$ cat src/rtl/num_entry_pkg.sv
// Shared types and constants for the front-panel number entry stage.
// Digit helpers treat index 0 as the thousands digit in the top nibble.
package num_entry_pkg;

    typedef enum logic [1:0] {
        EDIT    = 2'd0,
        CONVERT = 2'd1,
        PRESENT = 2'd2
    } state_t;

    localparam int DIGIT_MAX  = 9;
    localparam int NUM_DIGITS = 4;
    localparam int VALUE_W    = 32;

    localparam logic OP_KM = 1'b1;
    localparam logic OP_MI = 1'b0;

    function automatic logic [3:0] digit_at(input logic [15:0] d, input logic [1:0] i);
        int sh;
        sh = 12 - 4 * int'(i);
        return d[sh +: 4];
    endfunction

    function automatic logic [15:0] digit_set(input logic [15:0] d, input logic [1:0] i,
                                              input logic [3:0] v);
        logic [15:0] r;
        int sh;
        r  = d;
        sh = 12 - 4 * int'(i);
        r[sh +: 4] = v;
        return r;
    endfunction

    function automatic logic [3:0] digit_inc(input logic [3:0] v);
        return (v == 4'(DIGIT_MAX)) ? 4'd0 : v + 4'd1;
    endfunction

    function automatic logic [3:0] digit_dec(input logic [3:0] v);
        return (v == 4'd0) ? 4'(DIGIT_MAX) : v - 4'd1;
    endfunction

endpackage

$ cat src/rtl/btn_debounce.sv
// Synchronizes one raw push-button, accepts a new level only after it has been
// stable for DEBOUNCE_CYCLES samples, and emits a one-cycle pulse on accepted presses.
module btn_debounce #(
    parameter int DEBOUNCE_CYCLES = 16
) (
    input  logic clk,
    input  logic rst,
    input  logic raw,
    output logic level,
    output logic press
);
    localparam int CW = (DEBOUNCE_CYCLES < 2) ? 1 : $clog2(DEBOUNCE_CYCLES);

    logic          sync1;
    logic          sync2;
    logic          level_d;
    logic [CW-1:0] cnt;

    always_ff @(posedge clk or negedge rst) begin
        if (!rst) begin
            sync1   <= 1'b0;
            sync2   <= 1'b0;
            level   <= 1'b0;
            level_d <= 1'b0;
            cnt     <= '0;
        end else begin
            sync1   <= raw;
            sync2   <= sync1;
            level_d <= level;
            // Any sample that agrees with the accepted level restarts the stability count.
            if (sync2 == level) begin
                cnt <= '0;
            end else if (cnt == CW'(DEBOUNCE_CYCLES - 1)) begin
                level <= sync2;
                cnt   <= '0;
            end else begin
                cnt <= cnt + 1'b1;
            end
        end
    end

    assign press = level & ~level_d;

endmodule

$ cat src/rtl/num_entry.sv
// Operator number entry: debounced buttons edit four BCD digits, enter converts them
// to binary MSD-first over four cycles and presents value/op until out_ack.
module num_entry
    import num_entry_pkg::*;
#(
    parameter int DEBOUNCE_CYCLES = 16
) (
    input  logic        clk,
    input  logic        rst,
    input  logic        btn_up,
    input  logic        btn_down,
    input  logic        btn_next,
    input  logic        btn_enter,
    input  logic        btn_mode,
    input  logic        out_ack,
    output logic [31:0] value,
    output logic        op,
    output logic        value_valid,
    output logic [15:0] digits,
    output logic [1:0]  cursor,
    output logic        op_sel,
    output logic        busy
);
    logic [4:0] raw_btn;
    logic [4:0] pulse;
    logic [4:0] held_unused;

    assign raw_btn = {btn_mode, btn_enter, btn_next, btn_down, btn_up};

    for (genvar g = 0; g < 5; g++) begin : g_btn
        btn_debounce #(.DEBOUNCE_CYCLES(DEBOUNCE_CYCLES)) u_db (
            .clk   (clk),
            .rst   (rst),
            .raw   (raw_btn[g]),
            .level (held_unused[g]),
            .press (pulse[g])
        );
    end

    logic up_p, down_p, next_p, enter_p, mode_p;
    assign {mode_p, enter_p, next_p, down_p, up_p} = pulse;

    state_t      state, state_next;
    logic [1:0]  idx;
    logic [13:0] acc;
    logic [13:0] acc_next;
    logic [15:0] snap;
    logic        snap_op;
    logic [3:0]  cur_d;

    assign cur_d    = digit_at(digits, cursor);
    assign acc_next = acc * 14'd10 + {10'd0, digit_at(snap, idx)};

    always_ff @(posedge clk or negedge rst) begin
        if (!rst) state <= EDIT;
        else      state <= state_next;
    end

    always_comb begin
        state_next = state;
        case (state)
            EDIT:    if (enter_p)       state_next = CONVERT;
            CONVERT: if (idx == 2'd3)   state_next = PRESENT;
            PRESENT: if (out_ack)       state_next = EDIT;
            default:                    state_next = EDIT;
        endcase
    end

    always_ff @(posedge clk or negedge rst) begin
        if (!rst) begin
            digits  <= '0;
            cursor  <= '0;
            op_sel  <= OP_MI;
            op      <= OP_MI;
            value   <= '0;
            idx     <= '0;
            acc     <= '0;
            snap    <= '0;
            snap_op <= OP_MI;
        end else begin
            case (state)
                EDIT: begin
                    // One action per cycle; lower-priority pulses are dropped.
                    if (enter_p) begin
                        idx     <= '0;
                        acc     <= '0;
                        snap    <= digits;
                        snap_op <= op_sel;
                    end else if (up_p) begin
                        digits <= digit_set(digits, cursor, digit_inc(cur_d));
                    end else if (down_p) begin
                        digits <= digit_set(digits, cursor, digit_dec(cur_d));
                    end else if (next_p) begin
                        cursor <= cursor + 2'd1;
                    end else if (mode_p) begin
                        op_sel <= ~op_sel;
                    end
                end
                CONVERT: begin
                    acc <= acc_next;
                    idx <= idx + 2'd1;
                    if (idx == 2'd3) begin
                        value <= {{(VALUE_W - 14){1'b0}}, acc_next};
                        op    <= snap_op;
                    end
                end
                default: ;
            endcase
        end
    end

    assign value_valid = (state == PRESENT);
    assign busy        = (state != EDIT);

endmodule

$ cat config.mk
export PLATFORM = sky130hd
export DESIGN_NAME = num_entry
export DESIGN_NICKNAME = d
export VERILOG_FILES = /design/src/rtl/num_entry_pkg.sv /design/src/rtl/btn_debounce.sv /design/src/rtl/num_entry.sv
export SDC_FILE = /design/constraint.sdc
export NUM_CORES = 1
export LEC_CHECK = 0
export CAP_MARGIN = 0
export CORE_MARGIN = 2
export CORE_UTILIZATION = 45
export DETAILED_ROUTE_END_ITERATION = 10
export HOLD_SLACK_MARGIN = 0.15
export PLACE_DENSITY_LB_ADDON = 0.08
export SYNTH_ARGS = -nofsm -noshare
export SYNTH_HDL_FRONTEND = slang
export SYNTH_HIERARCHICAL = 1
export SYNTH_SLANG_ARGS = --single-unit
$ cat constraint.sdc
create_clock -name clk -period 3.4 [get_ports clk]
set_input_delay 0.34 -clock clk [delete_from_list [all_inputs] [get_ports clk]]
set_output_delay 0.34 -clock clk [all_outputs]
set_load 0.01 [all_outputs]
Word-level counts from Yosys, hierarchy flattened:

Cells that the tools add are included.

* word-level logic and storage cells: 132
* bits of input ports: 8
* flip-flop bits (word level): 109
* output and inout port bits: 54

* bitwise logic cells: 20
* multiplexer cells: 24
* $add $sub $neg: 13
* reductions and logical operators: 17
* eq/ne operators: 17
* shift operators: 5
* multiply operators: 1

Operators by type and width (number)
* variable part select 4 x 33 -> 16 bit: 2
* 2-to-1 mux 4 bit: 12
* negator 5 -> 33 bit: 1
* variable shift 4 x 33 -> 16 bit (first input constant): 1
* bitwise mux 16 bit: 2
* 2-to-1 mux 16 bit: 2
* variable part select 16 x 5 -> 4 bit: 2
* case mux 14 bit (2 select lines): 1
* adder 4 x 1 -> 4 bit (second input constant): 6
* equality test 4 bit (second input constant): 6
* AND reduction 2 bit: 8
* inverter 1 bit: 15
* adder 14 x 4 -> 14 bit: 1
* multiplier 14 x 3 -> 13 bit (second input constant): 1
* 2-to-1 mux 14 bit: 1
* subtractor 4 x 4 -> 5 bit (first input constant): 2
* 2-to-1 mux 2 bit: 4
* inequality test 2 bit (second input constant): 3
* case mux 2 bit (3 select lines): 1
* AND reduction 3 bit: 2
* AND reduction 6 bit: 1
* nonzero test 2 bit: 3
* AND 1 bit: 5
* equality test 1 bit: 5
* other kinds (8): 10

Depth between registers and ports, before layout:

* word-level depth: 8
* gate-level depth with buffers: 11
* depth with buffers taken out: 10

Hierarchy:

The synthesis kept the hierarchy.

By module, submodules not included
* num_entry: area an instance 3977.6 um^2, instances 1, cells each 416, seq. area each 1701.6 um^2
* btn_debounce: area an instance 311.5 um^2, instances 5, cells each 22, seq. area each 200.2 um^2

Worst setup path before layout:

Ideal clock, no wire load.

* path kind: register -> register
* start point: register acc[1]
* end point: register value[13]
* period minus slack after synthesis: 3006 ps
* stages on the path, launching flop included: 10
* data required time: 3318 ps
* slack: 394 ps
* arrival: 2924 ps
* setup time: 82 ps
* cells stage by stage: dfrtp_1 -> ha_1 -> ha_1 -> fa_1 -> a211o_1 -> and3_4 -> o311ai_4 -> o211ai_2 -> or4_1 -> a31oi_1

* cells in the longest elaborated chain, start to end: 2

Ends and longest elaborated chain
* start, declared: line num_entry.sv:45 `logic [13:0] acc;`
* start signal, assigned: line num_entry.sv:100 `acc <= acc_next;`
* multiplier 14 x 3 -> 13 bit: line num_entry.sv:52 `assign acc_next = acc * 14'd10 + {10'd0, digit_at(snap, idx)};`
* adder 14 x 4 -> 14 bit: line num_entry.sv:52
* end signal, assigned: line num_entry.sv:103 `value <= {{(VALUE_W - 14){1'b0}}, acc_next};`
* end, declared: line num_entry.sv:16 `output logic [31:0] value,`

No other way between the ends.
A chain may end at the register's enable or synchronous reset.

Final worst setup path:

Same ends and word-level chain as after synthesis.

==> flow_metrics.py <==
metrics = {
    "global_route": {
        "grt_util_all_layers": 0.1842,
        "grt_pass1_vias": 3881,
        "grt_max_degree": 64,
        "grt_pass1_wl_um": 19060,
        "antenna_found_initial": 0,
        "grt_overflow": 0,
    },
    "synth": {
        "ys.flop_type": "dfrtp_1",
        "ys_seq_area_frac": 0.4882,
        "ys_warn_count": 6,
        "synthTopCellsByCount": "108 x dfrtp_1, 100 x nand2_1, 40 x o21ai_0, 35 x ha_1",
        "async_flop_share": 1.000,
        "yosysUniqueCellTypes": 58,
        "ys_ff_latch": 108,
        "syn_area_sq_um": 5535,
        "synth_edf_count": 0,
        "syn_avg_cell_area_sq_um": 10.52,
        "yosysTopAreaCellShare": 0.4882,
        "syn_inst": 526,
        "synth.area.top_cells": "dfrtp_1 49%, ha_1 7.9%, nand2_1 6.8%, o21ai_0 3.6%, mux4_2 3.3%",
        "synth_most_common_cell": "dfrtp_1",
        "yosys.area.top_type": "dfrtp_1",
    },
    "setup_path": {
        "r2r_cells": 9,
        "r2r_slack_ns": 0.19,
        "reg2reg_to": "value[13]",
        "endpoint_kind": "register",
        "cp-start-kind": "register",
        "critPathKind": "reg2reg",
        "cp_max_fo": 4,
        "startpoint": "acc[1]",
        "r2r_start": "acc[1]",
        "cp.required_ns": 3.68,
        "endpoint": "value[13]",
        "crit_arrival_ns": 3.49,
    },
    "placement": {
        "placed_cells": 705,
        "place_hpwl_um": 8028,
        "gp_congestion": 0.8441,
        "numPortBuffers": 43,
    },
    "clock_network": {
        "cts_sinks": 108,
        "postCtsHoldBufs": 1,
        "cts_resized": 0,
        "cts_tree": "built",
        "cts-root-buf": "clkbuf_16",
        "cts_buffer_depth": 2,
        "path_clk_slew_ns": 0.07,
        "cts_setup_buffers": 0,
        "numCtsBuffers": 9,
        "htreeDepth": 3,
        "clock_latency_ns": 0.36,
    },
    "timing": {
        "worst_pin_slew_ns": 0.9394,
        "slew_viol_final": 0,
        "fmax_ghz": 0.3118,
        "slew-limit-headroom": 0.3738,
        "fin_skew_ns": 0.008937,
        "finalSetupViolCount": 0,
        "fin_crit_ns": 3.207,
        "hold_viol": 0,
        "post-route-period-util": 0.9433,
        "timing.setup.tns_ns": 0,
        "grt_setup_unrepaired": "false",
    },
    "floorplanning": {
        "core_area_sq_um": 12010,
        "die_h_um": 114.9,
        "die_x_um": 114.9,
        "io_pins": 62,
        "initial_core_util": 0.4608,
        "rows": 40,
        "die_area_sq_um": 13200,
    },
    "detailed_routing": {
        "drt-wirelength-per-cell_um": 15.37,
        "drt-initial-drc-count": 167,
        "routed-via-count": 3836,
        "drtPass1Iterations": 5,
        "drc": 0,
        "ant_nets": 0,
        "routed_via_density": 5.313,
        "drt-total-wl_um": 11100,
    },
    "min_path": {
        "hp-start": "g_btn[0].u_db/sync1",
        "hp-class": "reg2reg",
    },
    "run_status": {
        "status": "finished clean",
    },
    "final_layout": {
        "nNetsFinal": 615,
        "diodes": 0,
        "drive_gt1_frac": 0.09217,
        "stdcell_count": 722,
        "syn2layout_area_growth_pct": 15.10,
    },
    "pwr": {
        "ir_worst_vdd_v": 0.0003251,
        "power_uw": 2535,
        "power.density_nw_per_um2": 397.9,
        "total_leakage_power_uw": 0.002952,
    },
    "run": {
        "drv_cap": 0,
    },
}
metrics by stage:
stage / worst slack, ns / utilization / cell area, sq um / hold WS, ns
6_report: 0.1927 / 0.5304 / 6371 / 0.3507
5_1_grt: 0.01152 / 0.5304 / 6371 / 0.3639
4_1_cts: 0.1899 / 0.5304 / 6371 / 0.3521
3_5_place_dp: 0.1764 / 0.5046 / 6061 / 0.3362
3_3_place_gp: 0.2638 / 0.5046 / 6061 / 0.3315
2_1_floorplan: 0.3945 / - / 5599 / 0.04441
cells in the final DEF (no fill, tap or decap), types with 15 or more instances in the layout:
| cell | n |
|---|---|
| nor2_1 | 17 |
| dfrtp_1 | 108 |
| nand3_1 | 15 |
| o21ai_0 | 40 |
| nand2_1 | 100 |
| ha_1 | 35 |
| clkdlybuf4s50_1 | 42 |
| conb_1 | 18 |
| xnor2_1 | 17 |
| inv_1 | 18 |
| a21oi_1 | 17 |
metal layers:
layer,GRT usage,part of all wire
met4,0.05863,0.016
met3,0.04902,0.035
met2,0.2992,0.47
met5,0,0
met1,0.2425,0.48
cells by family (layout without fill, tap and decap cells):
| kind of cell | after synthesis | count (layout) | share of synthesized area |
|---|---|---|---|
| AO/OA/AOI/OAI | 96 | 96 | 0.1051 |
| XOR/XNOR | 26 | 26 | 0.04114 |
| adder cells (fa/ha/maj) | 37 | 37 | 0.08635 |
| buffers and inverters | 49 | 81 | 0.04566 |
| flip-flops | 108 | 108 | 0.4882 |
| multiplexers | 19 | 19 | 0.05809 |
| other | 1 | 18 | 0.0006775 |
| AND/OR/NAND/NOR | 190 | 190 | 0.1747 |
flip-flops by register name, indices dropped and copies added (netlist names), 5 cells and up:
name,count
g_btn.u_db/sync2,5
acc,13
g_btn.u_db/cnt,20
g_btn.u_db/level,5
snap,16
value,14
g_btn.u_db/sync1,5
digits,16
g_btn.u_db/level_d,5
worst min-delay path by stage:
stage                          endpoint  slack, ns  cells after the start
floorplan                        acc[0]       0.04                      0
global placement    g_btn[2].u_db/sync2       0.33                      0
detailed placement  g_btn[2].u_db/sync2       0.34                      0
CTS                 g_btn[0].u_db/sync2       0.35                      0
global route        g_btn[3].u_db/sync2       0.36                      0
finish              g_btn[0].u_db/sync2       0.35                      0
worst max-delay path, cell delays in order (launching register included):
cell	delay [ns]
dfrtp_1	0.41
ha_1	0.30
ha_1	0.24
fa_1	0.41
a211o_1	0.34
and3_4	0.20
nor4_2	0.46
nand2_2	0.12
or4_1	0.48
a31oi_1	0.17
power breakdown:
part	internal, uW	switching (uW)
clock	584	488
combinational	50.6	69.8
sequential	1310	32.9
total	1940	590
layout make-up:
type | instances | area (sq um)
fillers | 1073 | 5640
inverters | 18 | 67.56
flip-flops and latches | 108 | 2703
well taps | 147 | 183.9
clock buffers | 11 | 232.7
repair buffers | 47 | 473.0
clock inverters | 5 | 67.56
multi-input cells | 386 | 2644
Note: power is estimated with default switching activity, not from simulation.
